## src/rtl/fifo_wr_arbiter.sv

```systemverilog
// -----------------------------------------------------------------------------
// fifo_wr_arbiter
// Round-robin arbiter that shares one synchronous FIFO write port among
// NUM_REQ valid/ready producers. A producer keeps the port for a burst of up
// to BURST_MAX writes. The grant is released early if the owner drops valid.
// The arbiter stalls without releasing the grant while the FIFO is full.
//
// Ports
//   clk_i           clock, all state on posedge
//   rst_i           synchronous active-high reset
//   req_valid_i     per-producer valid
//   req_data_i      producer i word at [i*DATA_WIDTH +: DATA_WIDTH]
//   req_ready_o     per-producer ready (word taken when valid & ready)
//   fifo_full_i     FIFO full flag, used in the same cycle as the write
//   fifo_w_en_o     FIFO write enable
//   fifo_data_in_o  FIFO write data (owner's word while granted, else 0)
//   grant_valid_o   a producer currently owns the port
//   grant_id_o      index of the current owner
// -----------------------------------------------------------------------------
module fifo_wr_arbiter #(
    parameter int NUM_REQ    = 4,
    parameter int DATA_WIDTH = 8,
    parameter int BURST_MAX  = 4
) (
    input  logic                          clk_i,
    input  logic                          rst_i,
    input  logic [NUM_REQ-1:0]            req_valid_i,
    input  logic [NUM_REQ*DATA_WIDTH-1:0] req_data_i,
    output logic [NUM_REQ-1:0]            req_ready_o,
    input  logic                          fifo_full_i,
    output logic                          fifo_w_en_o,
    output logic [DATA_WIDTH-1:0]         fifo_data_in_o,
    output logic                          grant_valid_o,
    output logic [$clog2(NUM_REQ)-1:0]    grant_id_o
);

    localparam int IDW = $clog2(NUM_REQ);
    localparam int CW  = $clog2(BURST_MAX + 1);

    typedef enum logic {
        IDLE  = 1'b0,
        GRANT = 1'b1
    } state_e;

    state_e           state_q, state_d;
    logic [IDW-1:0]   owner_q, owner_d;
    logic [IDW-1:0]   rr_ptr_q, rr_ptr_d;
    logic [CW-1:0]    burst_cnt_q, burst_cnt_d;

    logic [DATA_WIDTH-1:0] words_s [NUM_REQ];
    logic [NUM_REQ-1:0]    owner_dec_s;
    logic [IDW-1:0]        next_ptr_s;
    logic [IDW:0]          idx_s;
    logic                  win_found_s;
    logic [IDW-1:0]        win_id_s;
    logic                  transfer_s;

    // Split the flat data bus into one word per producer.
    for (genvar g = 0; g < NUM_REQ; g++) begin : g_words
        assign words_s[g] = req_data_i[g*DATA_WIDTH +: DATA_WIDTH];
    end

    assign owner_dec_s = NUM_REQ'(1) << owner_q;
    assign next_ptr_s  = (owner_q == IDW'(NUM_REQ - 1)) ? '0 : owner_q + IDW'(1);

    // Round-robin search: scan offsets from rr_ptr upward, first valid wins.
    // idx_s is one bit wider so rr_ptr+offset can be folded back modulo NUM_REQ.
    always_comb begin
        win_found_s = 1'b0;
        win_id_s    = '0;
        idx_s       = '0;
        for (int k = 0; k < NUM_REQ; k++) begin
            idx_s       = {1'b0, rr_ptr_q} + (IDW+1)'(k);
            idx_s       = (idx_s >= (IDW+1)'(NUM_REQ)) ? idx_s - (IDW+1)'(NUM_REQ) : idx_s;
            win_id_s    = (req_valid_i[idx_s[IDW-1:0]] && !win_found_s) ? idx_s[IDW-1:0] : win_id_s;
            win_found_s = win_found_s | req_valid_i[idx_s[IDW-1:0]];
        end
    end

    // Combinational handshake toward producers and FIFO; suppressed in reset
    // so no partial write leaks out during the reset cycle.
    always_comb begin
        transfer_s     = 1'b0;
        req_ready_o    = '0;
        fifo_w_en_o    = 1'b0;
        fifo_data_in_o = '0;
        if (!rst_i && (state_q == GRANT)) begin
            req_ready_o    = fifo_full_i ? '0 : owner_dec_s;
            transfer_s     = req_valid_i[owner_q] & ~fifo_full_i;
            fifo_w_en_o    = transfer_s;
            fifo_data_in_o = words_s[owner_q];
        end else begin
            transfer_s     = 1'b0;
            req_ready_o    = '0;
        end
    end

    // Next-state logic for grant ownership, burst length and fairness pointer.
    always_comb begin
        state_d     = state_q;
        owner_d     = owner_q;
        rr_ptr_d    = rr_ptr_q;
        burst_cnt_d = burst_cnt_q;
        case (state_q)
            IDLE: begin
                if (win_found_s) begin
                    state_d     = GRANT;
                    owner_d     = win_id_s;
                    burst_cnt_d = '0;
                end else begin
                    state_d     = IDLE;
                end
            end
            GRANT: begin
                if (transfer_s) begin
                    burst_cnt_d = burst_cnt_q + CW'(1);
                    if (burst_cnt_q == CW'(BURST_MAX - 1)) begin
                        state_d  = IDLE;
                        rr_ptr_d = next_ptr_s;
                    end else begin
                        state_d  = GRANT;
                    end
                end else if (!req_valid_i[owner_q]) begin
                    // Owner ran dry: give the port away early.
                    state_d  = IDLE;
                    rr_ptr_d = next_ptr_s;
                end else begin
                    // FIFO full with a pending word: hold the grant.
                    state_d  = GRANT;
                end
            end
            default: begin
                state_d = IDLE;
            end
        endcase
    end

    // State registers with synchronous reset.
    always_ff @(posedge clk_i) begin
        if (rst_i) begin
            state_q     <= IDLE;
            owner_q     <= '0;
            rr_ptr_q    <= '0;
            burst_cnt_q <= '0;
        end else begin
            state_q     <= state_d;
            owner_q     <= owner_d;
            rr_ptr_q    <= rr_ptr_d;
            burst_cnt_q <= burst_cnt_d;
        end
    end

    assign grant_valid_o = (state_q == GRANT);
    assign grant_id_o    = owner_q;

endmodule

```

## config.mk

```make
export PLATFORM = sky130hd
export DESIGN_NAME = fifo_wr_arbiter
export DESIGN_NICKNAME = d
export VERILOG_FILES = /design/src/rtl/fifo_wr_arbiter.sv
export SDC_FILE = /design/constraint.sdc
export NUM_CORES = 1
export LEC_CHECK = 0
export ABC_AREA = 1
export CELL_PAD_IN_SITES_DETAIL_PLACEMENT = 0
export CELL_PAD_IN_SITES_GLOBAL_PLACEMENT = 1
export CORE_AREA = 4 4 71 73
export CTS_CLUSTER_SIZE = 40
export DETAILED_ROUTE_END_ITERATION = 16
export DIE_AREA = 0 0 75 77
export PLACE_DENSITY = 0.79
export REMOVE_ABC_BUFFERS = 1
export SLEW_MARGIN = 25
export SYNTH_ARGS = -nofsm -noshare
export SYNTH_HDL_FRONTEND = slang
export SYNTH_SLANG_ARGS = --single-unit
```

## constraint.sdc

```tcl
create_clock -name clk_i -period 1.8 [get_ports clk_i]
set_input_delay 0.18 -clock clk_i [delete_from_list [all_inputs] [get_ports clk_i]]
set_output_delay 0.18 -clock clk_i [all_outputs]
set_load 0.05 [all_outputs]
```

==> results of run 1 <==
layout by cell type, fill, tap and decap left out, drive strengths merged:
| master | netlist | layout |
|---|---|---|
| dfxtp | 8 | 8 |
| nor2 | 46 | 46 |
| a21oi | 15 | 15 |
| or2 | 1 | 1 |
| inv | 19 | 19 |
| a211oi | 1 | 1 |
| nand2 | 46 | 46 |
| buf | 5 | 23 |
| ha | 6 | 6 |
| o21ai | 25 | 25 |
| clkdlybuf4s50 | 0 | 39 |
| o211ai | 1 | 1 |
| clkbuf | 3 | 3 |
| nand3 | 10 | 10 |
power breakdown:
part           internal [uW]  leakage (uW)  switching (uW)
logic                    764      0.000714            1220
registers                230     0.0000657            58.1
clock network            145     0.0000216            72.6
sequential cells by signal (all words and copies together), names as in the netlist:
name	count
grant_id_o	2
burst_cnt_q	3
rr_ptr_q	2
grant_valid_o	1
metal layers:
metal	wire length, um	share of wire, %	vias up	GRT usage (%)
met5	0	0	-	0
met4	70	2.1	0	4.804
met3	270	8.0	8	1.830
met2	1527	45	47	18.99
met1	1515	45	568	14.07
li1	-	-	704	-
layout make-up:
cell class / count / area, um^2
Timing Repair Buffer: 62 / 700.7
Multi-Input combinational cell: 151 / 792.0
Inverter: 19 / 71.32
Fill cell: 462 / 2524
Sequential cell: 8 / 160.2
Clock buffer: 3 / 41.29
Tap cell: 52 / 65.06
worst max-delay path by stage:
stage                             endpoint  slack (ns)
2_1_floorplan  burst_cnt_q[2]$_SDFFE_PP0P_       -0.57
3_3_place_gp      rr_ptr_q[0]$_SDFFE_PP0P_         0.1
3_5_place_dp      rr_ptr_q[0]$_SDFFE_PP0P_        0.14
4_1_cts                        fifo_w_en_o        0.12
5_1_grt                  fifo_data_in_o[6]        0.01
6_report                 fifo_data_in_o[3]        0.12
per-stage QoR:
step / std cells / area, um^2 / setup TNS (ns) / util [%]
floorplan: 178 / 1023 / -7.195 / -
global placement: 292 / 1789 / 0 / 41.09
detailed placement: 292 / 1789 / 0 / 41.09
CTS: 295 / 1831 / 0 / 42.04
global route: 295 / 1831 / 0 / 42.04
finish: 295 / 1831 / 0 / 42.04
logic make-up (layout without fill, tap and decap cells):
| logic type | count (synthesis) | after routing | share of synthesized area [%] |
|---|---|---|---|
| fa+ha+maj | 6 | 6 | 7.050 |
| simple gates | 103 | 103 | 46.77 |
| buf+inv | 27 | 84 | 10.58 |
| flops | 8 | 8 | 15.04 |
| compound gates | 42 | 42 | 20.56 |
critical path, delay by kind of cell, from the launching register on:
family | cells | cell delay [ns]
DFF | 1 | 0.40
buffers and inverters | 3 | 0.47
AOI/OAI and AO/OA | 1 | 0.29
and+or+nand+nor | 1 | 0.12
==> run metrics, run 1 <==
Boundary Pins=55; worst vdd ir=0.4034 mV; Ys Warns=0; site row count=24; # clock sinks=8; core area=around 4400 um^2; cell type with the highest aggregate area in the netlist=sky130_fd_sc_hd__nor2_1; post-layout power=2487 uW; routability congestion estimate=0.8235; origin of the critical flop-to-flop path=grant_id_o[0]$_SDFFE_PP0P_; top-area cell type share of the netlist area=between 15 and 20%; worst hold margin=0.4628 ns; Initial DRT Pass Iterations=4; Post-route DRC=0; TritonCTS clock tree=done; initial core utilization=24.45%; DRC marker count from the first detailed-route iteration=28; root buf cell=sky130_fd_sc_hd__clkbuf_8; cell types with the highest counts after synthesis=sky130_fd_sc_hd__nor2_1, sky130_fd_sc_hd__nand2_1, sky130_fd_sc_hd__o21ai_0, sky130_fd_sc_hd__a21oi_1, sky130_fd_sc_hd__inv_1; CTS Hold Buffers Added=0; Seq/Total Area, Yosys=approximately 15%; global-route wire length before repair=5313 um; total standard cell area after synthesis=1065 um^2; final global-route overflow total=0; clock transition at the registers of the reported paths=about 0.040 ns; detailed-placement wirelength estimate=2674 um; count leader, synth=sky130_fd_sc_hd__nor2_1; total clock buffers created by CTS=3; count of buffers added by post-CTS timing repair for setup=0; layout cell share with drive strength beyond 1=19.75%; period utilisation layout=between 90% and 100%; critical path's largest stage delay=0.40 ns; antenna violations before repair=0; Longest Clk Path Bufs=2; worst path cell trace=inv_2 > nor2_1 > inv_1 > a21oi_1 > buf_12; pre-CTS setup slack=0.1358 ns; # Max-Cap Violations=0; kind of capture point of the worst setup path=output port; via count of the first global-routing pass=1198; timing-limited maximum frequency=595.5 MHz; Resized Gates After CTS=0; antenna diode count=0; slew at the pin closest to its max-slew limit=0.4955 ns; R2R Setup Slk=0.32 ns; post-route worst setup slack=about 0.12 ns; count of port buffers added during placement=54; CP Max Fanout=11; reg2reg path depth=7; detailed-route via count=1327; Main synth FF type=sky130_fd_sc_hd__dfxtp_1; critical path required time=1.62 ns; DIE AREA=a little under 6000 um^2; Worst setup SP type=flop; pin count of the biggest net entering global routing=17; count of endpoints failing hold in the final timing report=0; slowest library cell on the worst path=sky130_fd_sc_hd__dfxtp_1; H-tree lvl count=1; Post-synth EDFFs=0; Clk Latency, worst-skew pair=0.23 ns; total detailed-routing wirelength=3384 um; average size of a mapped cell=5.725 um^2; hold_sp=burst_cnt_q[0]$_SDFFE_PP0P_; setup repair after global routing missed its margin=false; routed via count divided by cell count=between 4 and 5; post-synthesis cell type count=24; final net count=290; status=finished, final reports clean; cell depth of the worst min-delay path=1; fraction of synthesis flops using an asynchronous set or reset pin=0%; terminating pin of the worst hold path=burst_cnt_q[0]$_SDFFE_PP0P_; worst-case headroom to the max-slew limit=66.86%; GRT Overall Usage=11.39%; Worst Setup SP=grant_valid_o$_SDFF_PP0_; worst flop-to-flop path endpoint=rr_ptr_q[0]$_SDFFE_PP0P_; power density of the placed cells=approximately 1400 nW/um^2; time the worst path needs with I/O delays and setup=1.679 ns; number of flip-flops and latches in the synthesized netlist=8; Post-Synthesis Cells=186; category of the critical setup timing path=reg2out; area delta synth->final=71.92%; P_leak=0.0008014 uW; post-route ant nets=0; Chip Width=roughly 75 um; min-delay worst type=reg2reg; Max Slew Vio Count=0; overall die height=77 um; main area contributors after synthesis=sky130_fd_sc_hd__nor2_1, sky130_fd_sc_hd__dfxtp_1, sky130_fd_sc_hd__nand2_1; count of endpoints failing setup in the final report=0; Wirelength per Cell=~11 um; Final Skew=0.0008561 ns; endpoint arrival time on the critical path=1.50 ns
Note: power is estimated with default switching activity, not from simulation.
==> inputs of run 2 (changes only) <==
- CORE_AREA: 4 4 71 73 -> 4 4 74 76
- DIE_AREA: 0 0 75 77 -> 0 0 78 80
- PLACE_DENSITY: 0.79 -> 0.76
- SETUP_SLACK_MARGIN: unset -> 0.5
- clock period: 1.8 -> 1.5 ns (I/O delays scaled with it)
==> run metrics, run 2 (synthesized netlist as in run 1, its figures left out) <==
slowest library cell on the worst path=sky130_fd_sc_hd__dfxtp_4; CTS Hold Buffers Added=0; commonest non-fill, non-tap cells in the layout=sky130_fd_sc_hd__clkdlybuf4s50_1, sky130_fd_sc_hd__nor2_1, sky130_fd_sc_hd__buf_4; status=complete, but fails checks; pre-CTS setup slack=-0.1029 ns; Final Skew=approximately 0.0029 ns; total detailed-routing wirelength=4295 um; global-route wire length before repair=~6600 um; period utilisation layout=101.9%; register containing the most flip-flops in the final layout=burst_cnt_q; Max Slew Vio Count=0; P_leak=between 0.001 and 0.0015 uW; cell family contributing the most delay on the critical path=buffers and inverters; area delta synth->final=134.7%; Worst setup SP type=flop; routed via count divided by cell count=approximately 4.4; detailed-placement wirelength estimate=2999 um; category of the critical setup timing path=reg2out; placed instance count=321; number of buffers and inverters on the critical path=4; root buf cell=sky130_fd_sc_hd__clkbuf_8; Multi-input gate area=1070 um^2; layout cell share with drive strength beyond 1=between 50% and 60%; non-filler cells in the finished layout=343; Post-route DRC=0; antenna violations before repair=0; GRT Overall Usage=12.87%; time the worst path needs with I/O delays and setup=1.528 ns; timing-limited maximum frequency=654.3 MHz; endpoint arrival time on the critical path=approximately 1.4 ns; Boundary Pins=55; kind of capture point of the worst setup path=output port; Clk Latency, worst-skew pair=between 0.2 and 0.25 ns; count of endpoints failing hold in the final timing report=0; count of endpoints failing setup in the final report=1; overall die height=80 um; # clock sinks=8; post-route worst setup slack=-0.02833 ns; Longest Clk Path Bufs=2; slew at the pin closest to its max-slew limit=around 0.22 ns; worst path cell trace=buf_4 > buf_6 > nand2_4 > nand3_4 > nand2_4 > nor2_4 > buf_6 > buf_12; clock transition at the registers of the reported paths=approximately 0.04 ns; post-route ant nets=0; most common cell after layout, fill and taps aside=sky130_fd_sc_hd__clkdlybuf4s50_1; flip-flop count of the largest register after layout=3; site row count=25; critical path's largest stage delay=about 0.38 ns; final net count=323; count of port buffers added during placement=54; critical path required time=1.35 ns; Initial DRT Pass Iterations=4; detailed-route via count=1493; number of fill cells in the layout=around 450; failing checks=setup timing; via count of the first global-routing pass=1452; # Max-Cap Violations=0; core area=4723 um^2; pin count of the biggest net entering global routing=12; Finished Core Util=52.90%; TritonCTS clock tree=done; worst-case headroom to the max-slew limit=85.40%; total clock buffers created by CTS=3; Reg area=between 150 and 200 um^2; Wirelength per Cell=approximately 13 um; DIE AREA=6240 um^2; DRC marker count from the first detailed-route iteration=20; CP Max Fanout=5; setup repair after global routing missed its margin=true; H-tree lvl count=1; antenna diode count=0; final global-route overflow total=0; worst vdd ir=0.6626 mV; min-delay worst type=in2reg; power density of the placed cells=between 1500 and 2000 nW/um^2; initial core utilization=a little under a quarter; routability congestion estimate=around 0.71; Chip Width=78 um
## run 2: cell types whose count changed in the layout (fill, tap and decap cells not counted), sizes merged
cell	previous run	this run
clkdlybuf4s50	39	36
buf	23	53
clkbuf	3	6
clkinvlp	0	1
dlygate4sd2	0	1
dlymetal6s2s	0	1
## run 2: worst paths after layout
check | from | endpoint | slack [ns] | cells after the start
min reg2reg | burst_cnt_q[2]$_SDFFE_PP0P_ | burst_cnt_q[2]$_SDFFE_PP0P_ | 0.48 | 2
max reg2reg | rr_ptr_q[0]$_SDFFE_PP0P_ | grant_valid_o$_SDFF_PP0_ | 0.02 | 10
max | grant_id_o[0]$_SDFFE_PP0P_ | fifo_w_en_o | -0.03 | 8
min | rst_i | burst_cnt_q[1]$_SDFFE_PP0P_ | 0.44 | 3
## run 2: cell type report
| cell class | count | area share, % |
|---|---|---|
| timing repair inverter | 1 | 0.3005 |
| tap | 67 | 3.355 |
| clock buffer | 3 | 1.652 |
| inverter | 19 | 3.355 |
| multi-input combinational | 151 | 42.81 |
| timing repair buffer | 94 | 41.51 |
| sequential | 8 | 7.011 |
## run 2: report_power, final
group	leakage, uW	internal [uW]	switching [uW]
sequential	0.0000687	303	94.3
combinational	0.000961	1720	1980
clock	0.0000216	173	79.6
## run 2: layer usage
layer	wire [um]	GRT usage (%)	part of all wire (%)	vias up
li1	-	-	-	773
met1	1799	14.90	42	676
met2	2304	25.09	54	40
met3	176	1.580	4.1	4
met4	14	2.622	0.33	0
met5	0	0	0	-
## run 2: repair_timing
action	4_1_cts	5_1_grt
cloned	1	0
pin swaps	14	27
buffers inserted	10	8
resized for setup	62	70
setup endpoints to repair	24	24
## run 2: metrics by stage
step                hold slack (ns)  power, uW  TNS [ns]  area [um^2]
CTS                          0.4206       3767   -0.1547         2221
global placement             0.4536       3013   -0.6805         1911
floorplan                    0.2191       1887    -12.55         1023
finish                       0.4414       4358  -0.02833         2499
global route                 0.4473       4681   -0.6843         2499
detailed placement           0.4527       3023   -0.7670         1911
## run 2: tightest hold or removal path, cell delays in order
cell and delay, ns:
sky130_fd_sc_hd__dlygate4sd2_1 0.27, sky130_fd_sc_hd__buf_4 0.17, sky130_fd_sc_hd__a21oi_2 0.03
==> patch 1: new RTL, flow settings as in run 2 <==
Reset style: asynchronous (`rst_i`), changed in one clocked block. Comments in the files are not updated.
--- a/src/rtl/fifo_wr_arbiter.sv
+++ b/src/rtl/fifo_wr_arbiter.sv
@@ -136,7 +136,7 @@
     end
 
     // State registers with synchronous reset.
-    always_ff @(posedge clk_i) begin
+    always_ff @(posedge clk_i or posedge rst_i) begin
         if (rst_i) begin
             state_q     <= IDLE;
             owner_q     <= '0;
Behaviour: differs if rst_i is asserted again (counterexample within 4 cycles, from zero or initial values and one cycle with rst_i high); with rst_i held inactive, the same outputs for 10 cycles.
==> patch 1 against run 2 <==
The run still ends with setup timing left. Worst setup slack lost 140 ps. Clock skew increased by 2.8 ps. Sequential cell count did not move. Clock power up 3%. Wire length fell by 12%. Non-clock buffer count down 7. Design area is 12% lower. Sequential share of layout area up 2.3 points. Critical endpoint unchanged. Area after synthesis is 4.3% lower. Power decreased by 1.8%. Largest power group unchanged. Synthesized cell count decreased by 3.8%. Highest routed layer unchanged.
==> patch 1: results (changes against run 2) <==
stage	metric	value	unit	change
critical_path	critPathTopFamily	simple AND/OR/NAND/NOR gates		
min_path	min_path_type	in2async		
critical_path	startpoint	grant_id_o[0]		
pwr	p_leak	1.00	nW	-4.6%
clock_tree	h-tree-depth	1		unchanged
pwr	peakVddDrop	1.02	mV	+54%
global_routing	grt_start_max_net_pins	14		+2
synthesis	ys_top_cells_by_area	dfrtp_1 20%, nand2_1 17%, nor2_1 14%		
critical_path	cp_max_fo	6		+1
critical_path	cpPeakStageDelay	470	ps	+90 ps
global_routing	track_usage	0.123		-0.00604
status	violations	setup timing		
placement	gp_congestion	0.752		+5.8%
placement	port_buffers	54		unchanged
global_routing	grt_pass1_vias	1356		-6.6%
sta	slew_headroom	0.788		-0.0661
critical_path	cp_slowest_cell	dfrtp_2		
sta	totalNegativeSetupSlack	-1360	ps	-1330 ps
synthesis	netlist_top_cells_count	45 x nand2_1, 38 x nor2_1, 22 x o21ai_0		
clock_tree	cts_buffers	3		unchanged
synthesis	synth-async-reset-ratio	1.00		+1.00
global_routing	antenna_found_initial	0		unchanged
finish	n_antenna_cell	0		unchanged
status	status	complete, but fails checks		
finish	largest_reg_flops	3		unchanged
sta	worst_slack	-173	ps	-145 ps
finish	regMostFlops	burst_cnt_q		
synthesis	yosysUniqueCellTypes	22		-8.3%
clock_tree	cts_buffer_depth	2		unchanged
critical_path	rr_worst_depth	10		unchanged
clock_tree	clockRootBuffer	clkbuf_8		
synthesis	synth_warnings	0		unchanged
placement	placed_area	0.00190	mm^2	-0.79%
placement	place_hpwl	2.86	mm	-4.5%
clock_tree	path_clk_slew	40	ps	about the same
routing	viasPerCell	4.24		-2.7%
critical_path	required	1350	ps	about the same
sta	fin_skew	5.69	ps	+2.84 ps
routing	drt-initial-drc-count	37		+85%
finish	drive_gt1_frac	0.389		-0.118
clock_tree	worstSkewPairLatency	230	ps	about the same
synthesis	yosysSeqAreaShare	0.197		+0.0461
global_routing	grt_pass1_wl	6.05	mm	-8.4%
finish	final_nets	309		-4.3%
routing	wl_per_cell	11.4	um	-8.8%
routing	first_pass_iters	4		unchanged
sta	finalSetupViolCount	16		+15
patch 1: area by class of cell:
class / count / area [um^2]
fill: 479 / 2530
clock buffer: 3 / 41.3
multi-input combinational: 146 / 810
sequential: 8 / 204
timing repair buffer: 87 / 976
tap: 67 / 83.8
inverter: 18 / 80.1
patch 1: path summary, 6_finish.rpt:
kind / endpoint / slack [ps]
min reg2reg: burst_cnt_q[0] / 520
max reg2reg: burst_cnt_q[2] / -110
max in group asynchronous: grant_id_o[1] / 970
min: burst_cnt_q[1] / 260
min in group clk_i: burst_cnt_q[0] / 520
max: fifo_w_en_o / -170
patch 1: cell families after synthesis:
group,share of synthesized area
buffers and inverters,0.118
and+or+nand+nor,0.440
AOI/OAI and AO/OA,0.172
DFF,0.197
adders and majority gates,0.0737
patch 1: per-layer routing:
metal,vias to the layer above,share of wire,track usage
met4,0,0.019,0.0490
met1,612,0.42,0.137
met5,-,0,0
li1,734,-,-
met2,42,0.48,0.215
met3,6,0.080,0.0406
patch 1: where the power goes:
part	total (mW)	internal (mW)	switching, mW
Clock	0.260	0.174	0.0864
Combinational	3.56	1.68	1.88
Sequential	0.460	0.310	0.151
patch 1: stage by stage:
stage	std cells	power, mW	hold WS (ps)	setup slack, ps
2_1_floorplan	172	2.01	-34.3	-843
3_3_place_gp	318	3.38	473	-217
3_5_place_dp	318	3.39	506	-242
4_1_cts	325	4.03	275	-152
5_1_grt	329	4.64	320	-241
6_report	329	4.28	261	-173
patch 1: repair_timing:
item | 4_1_cts | 5_1_grt
cloned | 1 | 0
setup endpoints to repair | 24 | 24
pin swaps | 4 | 13
hold endpoints to repair | 0 | 0
gates resized for setup | 37 | 49
setup buffers | 3 | 4
==> patch 2: new RTL, settings of run 2 <==
Without the edit above. The parameter `DATA_WIDTH` goes from 8 to 6.
--- a/src/rtl/fifo_wr_arbiter.sv
+++ b/src/rtl/fifo_wr_arbiter.sv
@@ -19,7 +19,7 @@
 // -----------------------------------------------------------------------------
 module fifo_wr_arbiter #(
     parameter int NUM_REQ    = 4,
-    parameter int DATA_WIDTH = 8,
+    parameter int DATA_WIDTH = 6,
     parameter int BURST_MAX  = 4
 ) (
     input  logic                          clk_i,
Ports: changed (resized fifo_data_in_o and req_data_i); port bits go from 55 to 45. No check against the original RTL was run, so the function may have changed too.
==> patch 2 against run 2 <==
The flow still finishes with violations (setup timing). Fmax fell by 1.0%. Final cell count fell by 9.6%. Area after synthesis fell by 16%. Critical path depth fell by 1. Via count fell by 9.6%. Sequential cell count did not move. Worst setup slack got worse by 15 ps. Design area fell by 9.4%. Wire length fell by 7.5%. Power fell by 4.2%.
==> patch 2: results (changes against run 2) <==
stage	metric	value	unit	change
status	status	complete, but fails checks		
status	violations	setup timing		
finish	multiInputGateArea	947	um^2	-11%
sta	slew_headroom	0.826		-0.0284
critical_path	r2r_setup_slack	50	ps	+30 ps
routing	wl	3.97	mm	-7.5%
sta	worst_slack	-43.7	ps	-15.4 ps
min_path	hold_end	burst_cnt_q[0]		
global_routing	met1_usage	0.148		-0.00134
finish	final_nets	282		-13%
placement	gp_congestion	0.761		+7.2%
sta	totalNegativeSetupSlack	-133	ps	-105 ps
global_routing	grt_start_max_net_pins	10		-2
critical_path	cp_max_fo	6		+1
critical_path	rr_worst_depth	11		+1
synthesis	netlist_top_cells_count	43 x nand2_1, 30 x nor2_1, 15 x o21ai_1		
synthesis	yosysUniqueCellTypes	23		-4.2%
finish	non_clock_buffer_count	82		-13%
finish	multi_input_gates	133		-12%
sta	fin_skew	1.48	ps	-1.38 ps
finish	buf_share	0.411		-0.00407
global_routing	track_usage	0.124		-0.00497
routing	drt-initial-drc-count	30		+50%
global_routing	grt_util_met3	0.0271		+0.0113
finish	multi_input_area_share	0.418		-0.00991
placement	port_buffers	44		-19%
global_routing	grt_pass1_vias	1358		-6.5%
placement	place_hpwl	2.56	mm	-15%
min_path	hold_start	burst_cnt_q[0]		
routing	met1_length	1.60	mm	-11%
sta	finalSetupViolCount	4		+3
min_path	hold_path_depth	1		-2
finish	drive_gt1_frac	0.576		+0.0689
critical_path	reg2reg_to	grant_id_o[0]		
min_path	min_path_type	reg2reg		
global_routing	globalRouteMet2Util	0.229		-0.0223
finish	clk_share	0.0182		+0.00171
routing	wl_per_cell	12.8	um	+2.3%
sta	whs	435	ps	-6.39 ps
finish	seq_cells	8		unchanged
pwr	peakVddDrop	0.840	mV	+27%
synthesis	ys_top_cells_by_area	nand2_1 18%, dfxtp_1 18%, nor2_1 13%		
-- patch 2: timing repair --
| item | 4_1_cts | 5_1_grt |
|---|---|---|
| buffers inserted | 12 | 3 |
| gates cloned | 0 | 0 |
| endpoints found under the hold margin | 0 | 0 |
| pin swaps | 20 | 27 |
| endpoints found under the setup margin | 21 | 22 |
| resized for setup | 65 | 61 |
-- patch 2: critical path, cell delays in order (launching register included) --
cell	delay (ps)
dfxtp_4	360
buf_12	130
clkinv_8	50
buf_8	120
buf_4	130
o21ai_2	140
a21oi_2	90
buf_12	150
-- patch 2: power by group --
group	switching [mW]	total, mW	internal [mW]
sequential	0.0982	0.404	0.306
clock	0.0848	0.259	0.174
combinational	1.86	3.51	1.65
total	2.05	4.17	2.13
-- patch 2: cell families after synthesis --
logic type | Yosys count | share of synthesized area
AND/OR/NAND/NOR | 92 | 0.439
AO/OA/AOI/OAI | 35 | 0.204
buffers and inverters | 21 | 0.0937
flip-flops | 8 | 0.179
adder cells (fa/ha/maj) | 6 | 0.0839
